**src/rtl/tictactoe_pkg.sv**
```systemverilog
// Shared types and constants for the tic-tac-toe turn sequencer.
// Board cell i lives in bits [2i+1:2i] of the packed 18-bit board word.
package tictactoe_pkg;

    typedef enum logic [1:0] {
        EMPTY = 2'b00,
        X     = 2'b01,
        O     = 2'b10
    } cell_t;

    typedef enum logic [2:0] {
        CLEAR,
        CLR_WAIT,
        WAIT,
        CHECK,
        WRITE,
        SETTLE,
        EVAL,
        DONE
    } ctrl_state_t;

    localparam int NUM_CELLS = 9;
    localparam int NUM_LINES = 8;

    // Rows, columns, then the two diagonals.
    localparam logic [3:0] WIN_LINES [NUM_LINES][3] = '{
        '{4'd0, 4'd1, 4'd2},
        '{4'd3, 4'd4, 4'd5},
        '{4'd6, 4'd7, 4'd8},
        '{4'd0, 4'd3, 4'd6},
        '{4'd1, 4'd4, 4'd7},
        '{4'd2, 4'd5, 4'd8},
        '{4'd0, 4'd4, 4'd8},
        '{4'd2, 4'd4, 4'd6}
    };

    // Out-of-range indices read as EMPTY so callers never slice past the board.
    function automatic cell_t cell_at(input logic [2*NUM_CELLS-1:0] board,
                                      input logic [3:0]             idx);
        cell_t c;
        c = EMPTY;
        for (int i = 0; i < NUM_CELLS; i++) begin
            if (idx == 4'(i)) c = cell_t'(board[2*i +: 2]);
        end
        return c;
    endfunction

endpackage

```
**src/rtl/win_detect.sv**
```systemverilog
// Combinational line check: asserts win when the given player owns any
// complete row, column or diagonal of the board.
module win_detect
    import tictactoe_pkg::*;
(
    input  logic [2*NUM_CELLS-1:0] board,
    input  cell_t                  player,
    output logic                   win
);

    logic [NUM_LINES-1:0] line_hit;

    for (genvar l = 0; l < NUM_LINES; l++) begin : g_line
        assign line_hit[l] = (cell_at(board, WIN_LINES[l][0]) == player) &&
                             (cell_at(board, WIN_LINES[l][1]) == player) &&
                             (cell_at(board, WIN_LINES[l][2]) == player);
    end

    assign win = (player != EMPTY) && (|line_hit);

endmodule

```
**src/rtl/turn_ctrl.sv**
```systemverilog
// Tic-tac-toe game sequencer: clears the board memory, grants X/O moves
// alternately, rejects illegal moves, writes legal ones and detects win/draw.
module turn_ctrl
    import tictactoe_pkg::*;
#(
    parameter bit FIRST_O = 1'b0,
    parameter int MEM_LAT = 1,
    parameter int TIMEOUT = 0
) (
    input  logic        ph1,
    input  logic        reset,
    input  logic        new_game,
    input  logic        x_req,
    input  logic [3:0]  x_addr,
    input  logic        o_req,
    input  logic [3:0]  o_addr,
    output logic        x_ack,
    output logic        o_ack,
    output logic        x_rej,
    output logic        o_rej,
    output logic [3:0]  mem_addr,
    output logic [1:0]  mem_state,
    output logic        mem_we,
    input  logic [17:0] gBoard,
    output logic        turn,
    output logic        game_over,
    output logic [1:0]  winner
);

    localparam logic [3:0]  CLR_LAST = 4'(NUM_CELLS - 1);
    localparam logic [3:0]  LAT_LAST = 4'(MEM_LAT - 1);
    localparam logic [3:0]  MAX_MOVES = 4'(NUM_CELLS);
    localparam logic [15:0] TMO_LAST = 16'(TIMEOUT - 1);
    localparam bit          TMO_EN   = (TIMEOUT != 0);

    ctrl_state_t state, state_n;
    logic [3:0]  cnt, cnt_n;
    logic [3:0]  move_cnt, move_cnt_n;
    logic [3:0]  addr_q, addr_q_n;
    logic [15:0] timer, timer_n;
    logic        turn_n, game_over_n;
    cell_t       winner_q, winner_n;

    cell_t       mover;
    logic        cur_req;
    logic [3:0]  cur_addr;
    logic        illegal;
    logic        mover_wins;

    assign mover    = turn ? O : X;
    assign cur_req  = turn ? o_req  : x_req;
    assign cur_addr = turn ? o_addr : x_addr;
    assign illegal  = (addr_q >= 4'(NUM_CELLS)) || (cell_at(gBoard, addr_q) != EMPTY);
    assign winner   = winner_q;

    win_detect u_win (
        .board  (gBoard),
        .player (mover),
        .win    (mover_wins)
    );

    always_comb begin
        state_n     = state;
        cnt_n       = cnt;
        move_cnt_n  = move_cnt;
        addr_q_n    = addr_q;
        timer_n     = timer;
        turn_n      = turn;
        game_over_n = game_over;
        winner_n    = winner_q;

        case (state)
            CLEAR: begin
                if (cnt == CLR_LAST) begin
                    state_n = CLR_WAIT;
                    cnt_n   = '0;
                end else begin
                    cnt_n = cnt + 4'd1;
                end
            end
            CLR_WAIT: begin
                if (cnt == LAT_LAST) begin
                    state_n = WAIT;
                    cnt_n   = '0;
                end else begin
                    cnt_n = cnt + 4'd1;
                end
            end
            WAIT: begin
                // The idle player's request is never looked at here, so it stays pending.
                if (cur_req) begin
                    addr_q_n = cur_addr;
                    state_n  = CHECK;
                end else if (TMO_EN) begin
                    if (timer == TMO_LAST) begin
                        state_n     = DONE;
                        game_over_n = 1'b1;
                        winner_n    = turn ? X : O;
                    end else begin
                        timer_n = timer + 16'd1;
                    end
                end
            end
            CHECK: begin
                if (illegal) begin
                    state_n = WAIT;
                    timer_n = '0;
                end else begin
                    state_n = WRITE;
                end
            end
            WRITE: begin
                move_cnt_n = move_cnt + 4'd1;
                timer_n    = '0;
                cnt_n      = '0;
                state_n    = SETTLE;
            end
            SETTLE: begin
                if (cnt == LAT_LAST) begin
                    state_n = EVAL;
                    cnt_n   = '0;
                end else begin
                    cnt_n = cnt + 4'd1;
                end
            end
            EVAL: begin
                if (mover_wins) begin
                    winner_n    = mover;
                    game_over_n = 1'b1;
                    state_n     = DONE;
                end else if (move_cnt == MAX_MOVES) begin
                    winner_n    = EMPTY;
                    game_over_n = 1'b1;
                    state_n     = DONE;
                end else begin
                    turn_n  = ~turn;
                    timer_n = '0;
                    state_n = WAIT;
                end
            end
            DONE: ;
            default: state_n = CLEAR;
        endcase

        // A restart wins over whatever the current state decided.
        if (new_game) begin
            state_n     = CLEAR;
            cnt_n       = '0;
            move_cnt_n  = '0;
            timer_n     = '0;
            turn_n      = FIRST_O;
            game_over_n = 1'b0;
            winner_n    = EMPTY;
        end
    end

    always_ff @(posedge ph1) begin
        if (!reset) begin
            state     <= CLEAR;
            cnt       <= '0;
            move_cnt  <= '0;
            addr_q    <= '0;
            timer     <= '0;
            turn      <= FIRST_O;
            game_over <= 1'b0;
            winner_q  <= EMPTY;
        end else begin
            state     <= state_n;
            cnt       <= cnt_n;
            move_cnt  <= move_cnt_n;
            addr_q    <= addr_q_n;
            timer     <= timer_n;
            turn      <= turn_n;
            game_over <= game_over_n;
            winner_q  <= winner_n;
        end
    end

    // Strobes are gated by reset so nothing reaches the memory while reset is held.
    always_comb begin
        mem_we    = 1'b0;
        mem_addr  = '0;
        mem_state = EMPTY;
        x_ack     = 1'b0;
        o_ack     = 1'b0;
        x_rej     = 1'b0;
        o_rej     = 1'b0;
        if (reset) begin
            case (state)
                CLEAR: begin
                    mem_we   = 1'b1;
                    mem_addr = cnt;
                end
                WRITE: begin
                    mem_we    = 1'b1;
                    mem_addr  = addr_q;
                    mem_state = mover;
                    x_ack     = ~turn;
                    o_ack     = turn;
                end
                CHECK: begin
                    x_rej = illegal & ~turn;
                    o_rej = illegal & turn;
                end
                default: ;
            endcase
        end
    end

endmodule
```
**config.mk**
```make
export PLATFORM = sky130hd
export DESIGN_NAME = turn_ctrl
export DESIGN_NICKNAME = d
export VERILOG_FILES = /design/src/rtl/tictactoe_pkg.sv /design/src/rtl/win_detect.sv /design/src/rtl/turn_ctrl.sv
export SDC_FILE = /design/constraint.sdc
export NUM_CORES = 1
export LEC_CHECK = 0
export CORE_UTILIZATION = 42
export CTS_BUF_LIST = sky130_fd_sc_hd__clkbuf_8 sky130_fd_sc_hd__clkbuf_16
export DETAILED_ROUTE_END_ITERATION = 10
export GPL_TIMING_DRIVEN = 0
export PLACE_DENSITY = 0.77
export SLEW_MARGIN = 25
export SYNTH_ARGS = -nofsm -noshare
export SYNTH_HDL_FRONTEND = slang
export SYNTH_SLANG_ARGS = --single-unit
```
**constraint.sdc**
```tcl
create_clock -name ph1 -period 1.7 [get_ports ph1]
set_input_delay 0.34 -clock ph1 [delete_from_list [all_inputs] [get_ports ph1]]
set_output_delay 0.34 -clock ph1 [all_outputs]
set_load 0.05 [all_outputs]
```
== After elaboration in Yosys (flattened, before gate mapping) ==
Cells that the tools add are included.

* Register bits after elaboration: 19
* Latch bits: 0
* RAM bits: 0
* ROM bits: 0
* Output and inout port bits: 15
* Word-level logic and storage cells: 120
* Memories: 0

* Add/subtract/negate cells: 2
* Multiply operators: 0
* Div/mod/pow operators: 0
* Order comparisons: 1
* Eq/ne operators: 29
* Shifts and indexed selects: 0
* Multiplexer cells: 41
* Bitwise gates (word level): 6
* Reduce and logical (&&, ||, !) cells: 34

{| class="wikitable"
|+ Operators with widths
! cell !! count
|-
| $mux W2 || 14
|-
| $mux W3 || 7
|-
| $pmux W3 S7 || 1
|-
| $eq A2 B2 Y1 || 9
|-
| $logic_and A1 B1 Y1 || 17
|-
| $eq A4 B3 Y1 const B || 4
|-
| $mux W4 || 4
|-
| $mux W1 || 13
|-
| $eq A4 B4 Y1 const B || 3
|-
| $pmux W4 S3 || 1
|-
| $eq A3 B3 Y1 const B || 3
|-
| $add A4 B1 Y4 const B || 2
|-
| $eq A4 B2 Y1 const B || 2
|-
| $logic_not A4 Y1 || 2
|-
| $ne A2 B2 Y1 const B || 4
|-
| $pmux W4 S2 || 1
|-
| $reduce_or A8 Y1 || 1
|-
| $reduce_bool A7 Y1 || 1
|-
| $eq A3 B2 Y1 const B || 2
|-
| $reduce_bool A2 Y1 || 3
|-
| $reduce_or A2 Y1 || 3
|-
| $reduce_and A5 Y1 || 1
|-
| $eq A4 B1 Y1 const B || 1
|-
| $ge A4 B4 Y1 const B || 1
|-
| 8 further kinds || 13
|}

== Logic depth before layout (Yosys ltp) ==
* Depth after elaboration: 15
* Gate-level depth with buffers: 7
* Gate-level depth less buffers: 7

== Modules after synthesis ==
A second synthesis with hierarchy kept.

* Cell total of the unflattened synthesis: 216
* Area, all modules: 1605.3 µm²

{| class="wikitable"
|+ Modules (own cells, without submodules)
! module !! times used !! cells each !! area an instance (µm²) !! sequential area each (µm²)
|-
| turn_ctrl || 1 || 160 || 1219.9 || 380.4
|-
| win_detect || 1 || 56 || 385.4 || 0.0
|}

== Worst setup path before layout ==
Ideal clock, no wire load.

* Path type: flip-flop to output port
* From: reg turn
* To: out mem_state[0]
* Arrival time: 2586 ps
* Required time: 1360 ps
* Path slack: -1226 ps
* Cell stages (with the launch flop): 5
* Buffers on the path: 3
* Path through: dfxtp_1 > buf_4 > clkbuf_1 > nor3b_1 > buf_4

* Cells in the longest elaborated chain, start to end: 3

{| class="wikitable"
|+ Ends and longest elaborated chain
! element !! line !! source
|-
| start, declared || turn_ctrl.sv:25 || <nowiki>output logic turn,</nowiki>
|-
| start signal, assigned || turn_ctrl.sv:173 || <nowiki>turn <= turn_n;</nowiki>
|-
| $mux W2 || turn_ctrl.sv:50 || <nowiki>assign mover = turn ? O : X;</nowiki>
|-
| $mux W2 || turn_ctrl.sv:189 || <nowiki>case (state)</nowiki>
|-
| $mux W2 || turn_ctrl.sv:188 || <nowiki>if (reset) begin</nowiki>
|-
| end, declared || turn_ctrl.sv:22 || <nowiki>output logic [1:0] mem_state,</nowiki>
|}

No other way between the ends.

== Final worst setup path ==
* From: reg addr_q[2]
* To: out o_rej

* Cells in the longest elaborated chain, start to end: 15

{| class="wikitable"
|+ Ends and longest elaborated chain
! element !! line !! source
|-
| start, declared || turn_ctrl.sv:39 || <nowiki>logic [3:0] addr_q, addr_q_n;</nowiki>
|-
| start signal, assigned || turn_ctrl.sv:171 || <nowiki>addr_q <= addr_q_n;</nowiki>
|-
| $logic_not A4 Y1 || tictactoe_pkg.sv:43 || <nowiki>if (idx == 4'(i)) c = cell_t'(board[2*i +: 2]);</nowiki>
|-
| $mux W2 (9 in series) || tictactoe_pkg.sv:43 ||
|-
| $reduce_bool A2 Y1 || turn_ctrl.sv:53 || <nowiki>assign illegal = (addr_q >= 4'(NUM_CELLS)) || (cell_at(gBoard, addr_q) != EMPTY);</nowiki>
|-
| $logic_or A1 B1 Y1 * || turn_ctrl.sv:53 ||
|-
| $and A1 B1 Y1 * || turn_ctrl.sv:203 || <nowiki>o_rej = illegal & turn;</nowiki>
|-
| $mux W1 * || turn_ctrl.sv:189 ||
|-
| $mux W1 * || turn_ctrl.sv:188 ||
|-
| end, declared || turn_ctrl.sv:20 || <nowiki>output logic o_rej,</nowiki>
|}

Mark *: on every way between the ends. The rest lies on a longest branch, timed or not.

==> flow_summary.json <==
{
  "hold_buffers": 0,
  "rsz0062_at_grt": "true",
  "synth_nets": 216,
  "vias": 1648,
  "grt_max_degree": 12,
  "first_pass_iters": 4,
  "synth_edf_count": 0,
  "crit_path_end_kind": "primary output",
  "drtIter0Drc": 81,
  "finalHoldViolations": 0,
  "rr_worst_depth": 8,
  "grt_pass1_wl_mm": 7.08,
  "crit_chain": "buf_8 -> a2111oi_2 -> nor3_1 -> a21oi_2 -> nand4b_1 -> buf_4 -> nor2_4 -> buf_6",
  "root_buffer": "clkbuf_8",
  "slew_headroom_pct": 67.1,
  "drcViolationCount": 0,
  "p_leak_nw": 0.938,
  "crit_required_ps": 1360,
  "detail-route-antenna-nets": 0,
  "clock_path_buffers": 2,
  "grt_remaining_overflow": 0,
  "grt_pass1_vias": 1576,
  "placed_area_um2": 2040,
  "netlist.area_leader.share_pct": 26.6,
  "post-route-period-util_pct": 139,
  "max_stage_delay_ps": 360,
  "design_area_um2": 2370,
  "crit_buf_inv": 3,
  "hold_start": "game_over$_SDFFE_PP0P_",
  "place.gp.congestion": 0.832,
  "ys.flop_type": "dfxtp_1",
  "path_max_fanout": 7,
  "crit_family": "compound AO/OA/AOI/OAI gates",
  "drive_above_1_share_pct": 36.9,
  "clkSinkCount": 19,
  "clkTransAtPathRegs_ps": 70,
  "via_per_inst": 5.62,
  "clk_latency_ps": 260,
  "slew_violations": 0,
  "setup-tns-final_ps": -2450,
  "dp.cells": 270,
  "ys_seq_elements": 19,
  "syn_area_per_cell_um2": 7.89,
  "syn_area_um2": 1430,
  "ys_seq_area_share_pct": 26.6,
  "routed_wl_mm": 4.73,
  "p_per_area_nw_per_um2": 408,
  "nets": 285,
  "tightest_slew_ps": 496,
  "area_delta_synth_final_pct": 66.3,
  "io_buffers": 45,
  "ctsHtreeMaxLevel": 1,
  "io_pins": 46,
  "hold_path_class": "reg -> reg",
  "critPathSlowestCell": "a2111oi_2",
  "min_path_cells": 2,
  "reg2reg_to": "turn$_SDFFE_PP0P_",
  "die_h_um": 60.3,
  "yosysWarnings": 0,
  "ys_types": 47,
  "violations": "setup timing",
  "final.min_clock_period_ps": 2360,
  "peakVddDrop_mv": 0.477,
  "cts_buffers": 3,
  "rows": 20,
  "num_antenna_cells": 0,
  "yosys-top-cells-area": "dfxtp_1, nor2_1, mux2i_1",
  "worstPathArrival_ps": 2020,
  "finalNonFillerCells": 293,
  "rr_startpoint": "turn$_SDFFE_PP0P_",
  "layout_setup_ws_ps": -662,
  "holdPathEnd": "game_over$_SDFFE_PP0P_",
  "fmax_ghz": 0.423,
  "core_um2": 3130,
  "dieArea_um2": 3640,
  "start_util_pct": 45.6,
  "critPathKind": "reg -> out",
  "grt_usage_pct": 26.1,
  "die_w_um": 60.3,
  "crit_path_start_kind": "flip-flop",
  "wl_per_cell_um": 16.1,
  "drv_cap": 0,
  "outcome": "finished, violations left",
  "dpl.hpwl_mm": 3.12,
  "r2r_slack_ps": -250,
  "antenna_found_initial": 0,
  "cts_tree": "built",
  "synth_most_common_cell": "nor2_1",
  "synth.largest_area_cell": "dfxtp_1",
  "async_flop_share_pct": 0,
  "crit_start": "addr_q[2]$_SDFFE_PN0P_",
  "synth_common_cells": "nor2_1, dfxtp_1, nand2b_1, a21oi_1, nor3_1",
  "synth_cells": 181,
  "clock_skew_ps": 3.27,
  "setup_viol": 14
}
==> worst reg2reg max path: cells and delay by family (launching register included) <==
family / cells / cell delay (ps)
AOI/OAI and AO/OA: 2 / 450
buffers and inverters: 2 / 240
DFF: 1 / 370
muxes: 1 / 330
and+or+nand+nor: 3 / 430
==> cells in the final DEF, fill, tap and decap left out, types with 3 or more instances in the layout <==
| cell type | n |
|---|---|
| nand2_1 | 7 |
| nor2_1 | 22 |
| o21ai_0 | 3 |
| a211oi_1 | 3 |
| a21oi_1 | 7 |
| nor2b_1 | 4 |
| nor2_2 | 5 |
| o22ai_2 | 3 |
| nor3_1 | 6 |
| clkdlybuf4s50_1 | 14 |
| buf_4 | 19 |
| nand3b_1 | 5 |
| dfxtp_1 | 15 |
| ha_1 | 4 |
| inv_1 | 8 |
| nand2b_1 | 7 |
| clkbuf_4 | 4 |
| xor2_1 | 4 |
| buf_8 | 4 |
| buf_6 | 9 |
| clkbuf_8 | 3 |
| a21oi_2 | 3 |
| dlygate4sd2_1 | 18 |
| mux2i_1 | 7 |
| o22ai_1 | 3 |
==> where the power goes <==
part	total, mW	internal [mW]	switching (mW)
combinational	0.200	0.102	0.0984
sequential	0.447	0.444	0.00365
clock	0.320	0.163	0.157
total	0.968	0.709	0.259
==> flip-flops by register name (all words and copies together), names as in the netlist <==
register	cells
cnt	4
move_cnt	4
game_over	1
addr_q	4
winner	2
state	3
turn	1
==> timing repair <==
action                     4_1_cts  5_1_grt
pin swaps                        8        8
buffers inserted                15        7
setup endpoints to repair       25       24
resized for setup              116       22
gates cloned                     0        0
==> how the worst max path moves through the flow <==
stage / to / slack [ps] / cells after the start
after detailed placement: x_rej / -1640 / 8
after floorplan: x_rej / -390 / 7
after global routing: o_rej / -840 / 9
after global placement: x_rej / -1570 / 8
after CTS: o_rej / -650 / 8
final: o_rej / -660 / 8
==> cells by family after synthesis <==
group,count (synthesis),share of synthesized area (%)
compound gates,40,20.8
simple gates,84,32.6
buf+inv,18,5.61
mux,10,7.19
flops,19,26.6
fa+ha+maj,4,3.51
xor+xnor,6,3.68
==> layout make-up <==
class / count / area, um2
multi-input cells: 144 / 1190
inverters: 8 / 30.0
plain buffers: 8 / 71.3
clock buffers: 3 / 41.3
well taps: 44 / 55.1
repair buffers: 66 / 587
clock inverters: 1 / 5.00
fillers: 228 / 754
flip-flops and latches: 19 / 390
==> through the flow <==
stage	total power, mW	utilization (%)	hold slack (ps)	setup slack (ps)
after floorplan	0.537	-	468	-389
after global placement	0.632	65.2	434	-1570
after detailed placement	0.637	65.2	457	-1640
after CTS	0.965	73.5	473	-646
after global routing	1.01	75.9	480	-835
final	0.968	75.9	468	-662
==> routing by layer <==
metal,vias up,share of wire (%),global-route usage (%)
li1,791,-,-
met2,66,53,49.1
met5,-,0,0
met1,780,39,27.8
met4,0,2.2,10.6
met3,11,5.1,5.84
Note: power is estimated with default switching activity, not from simulation.
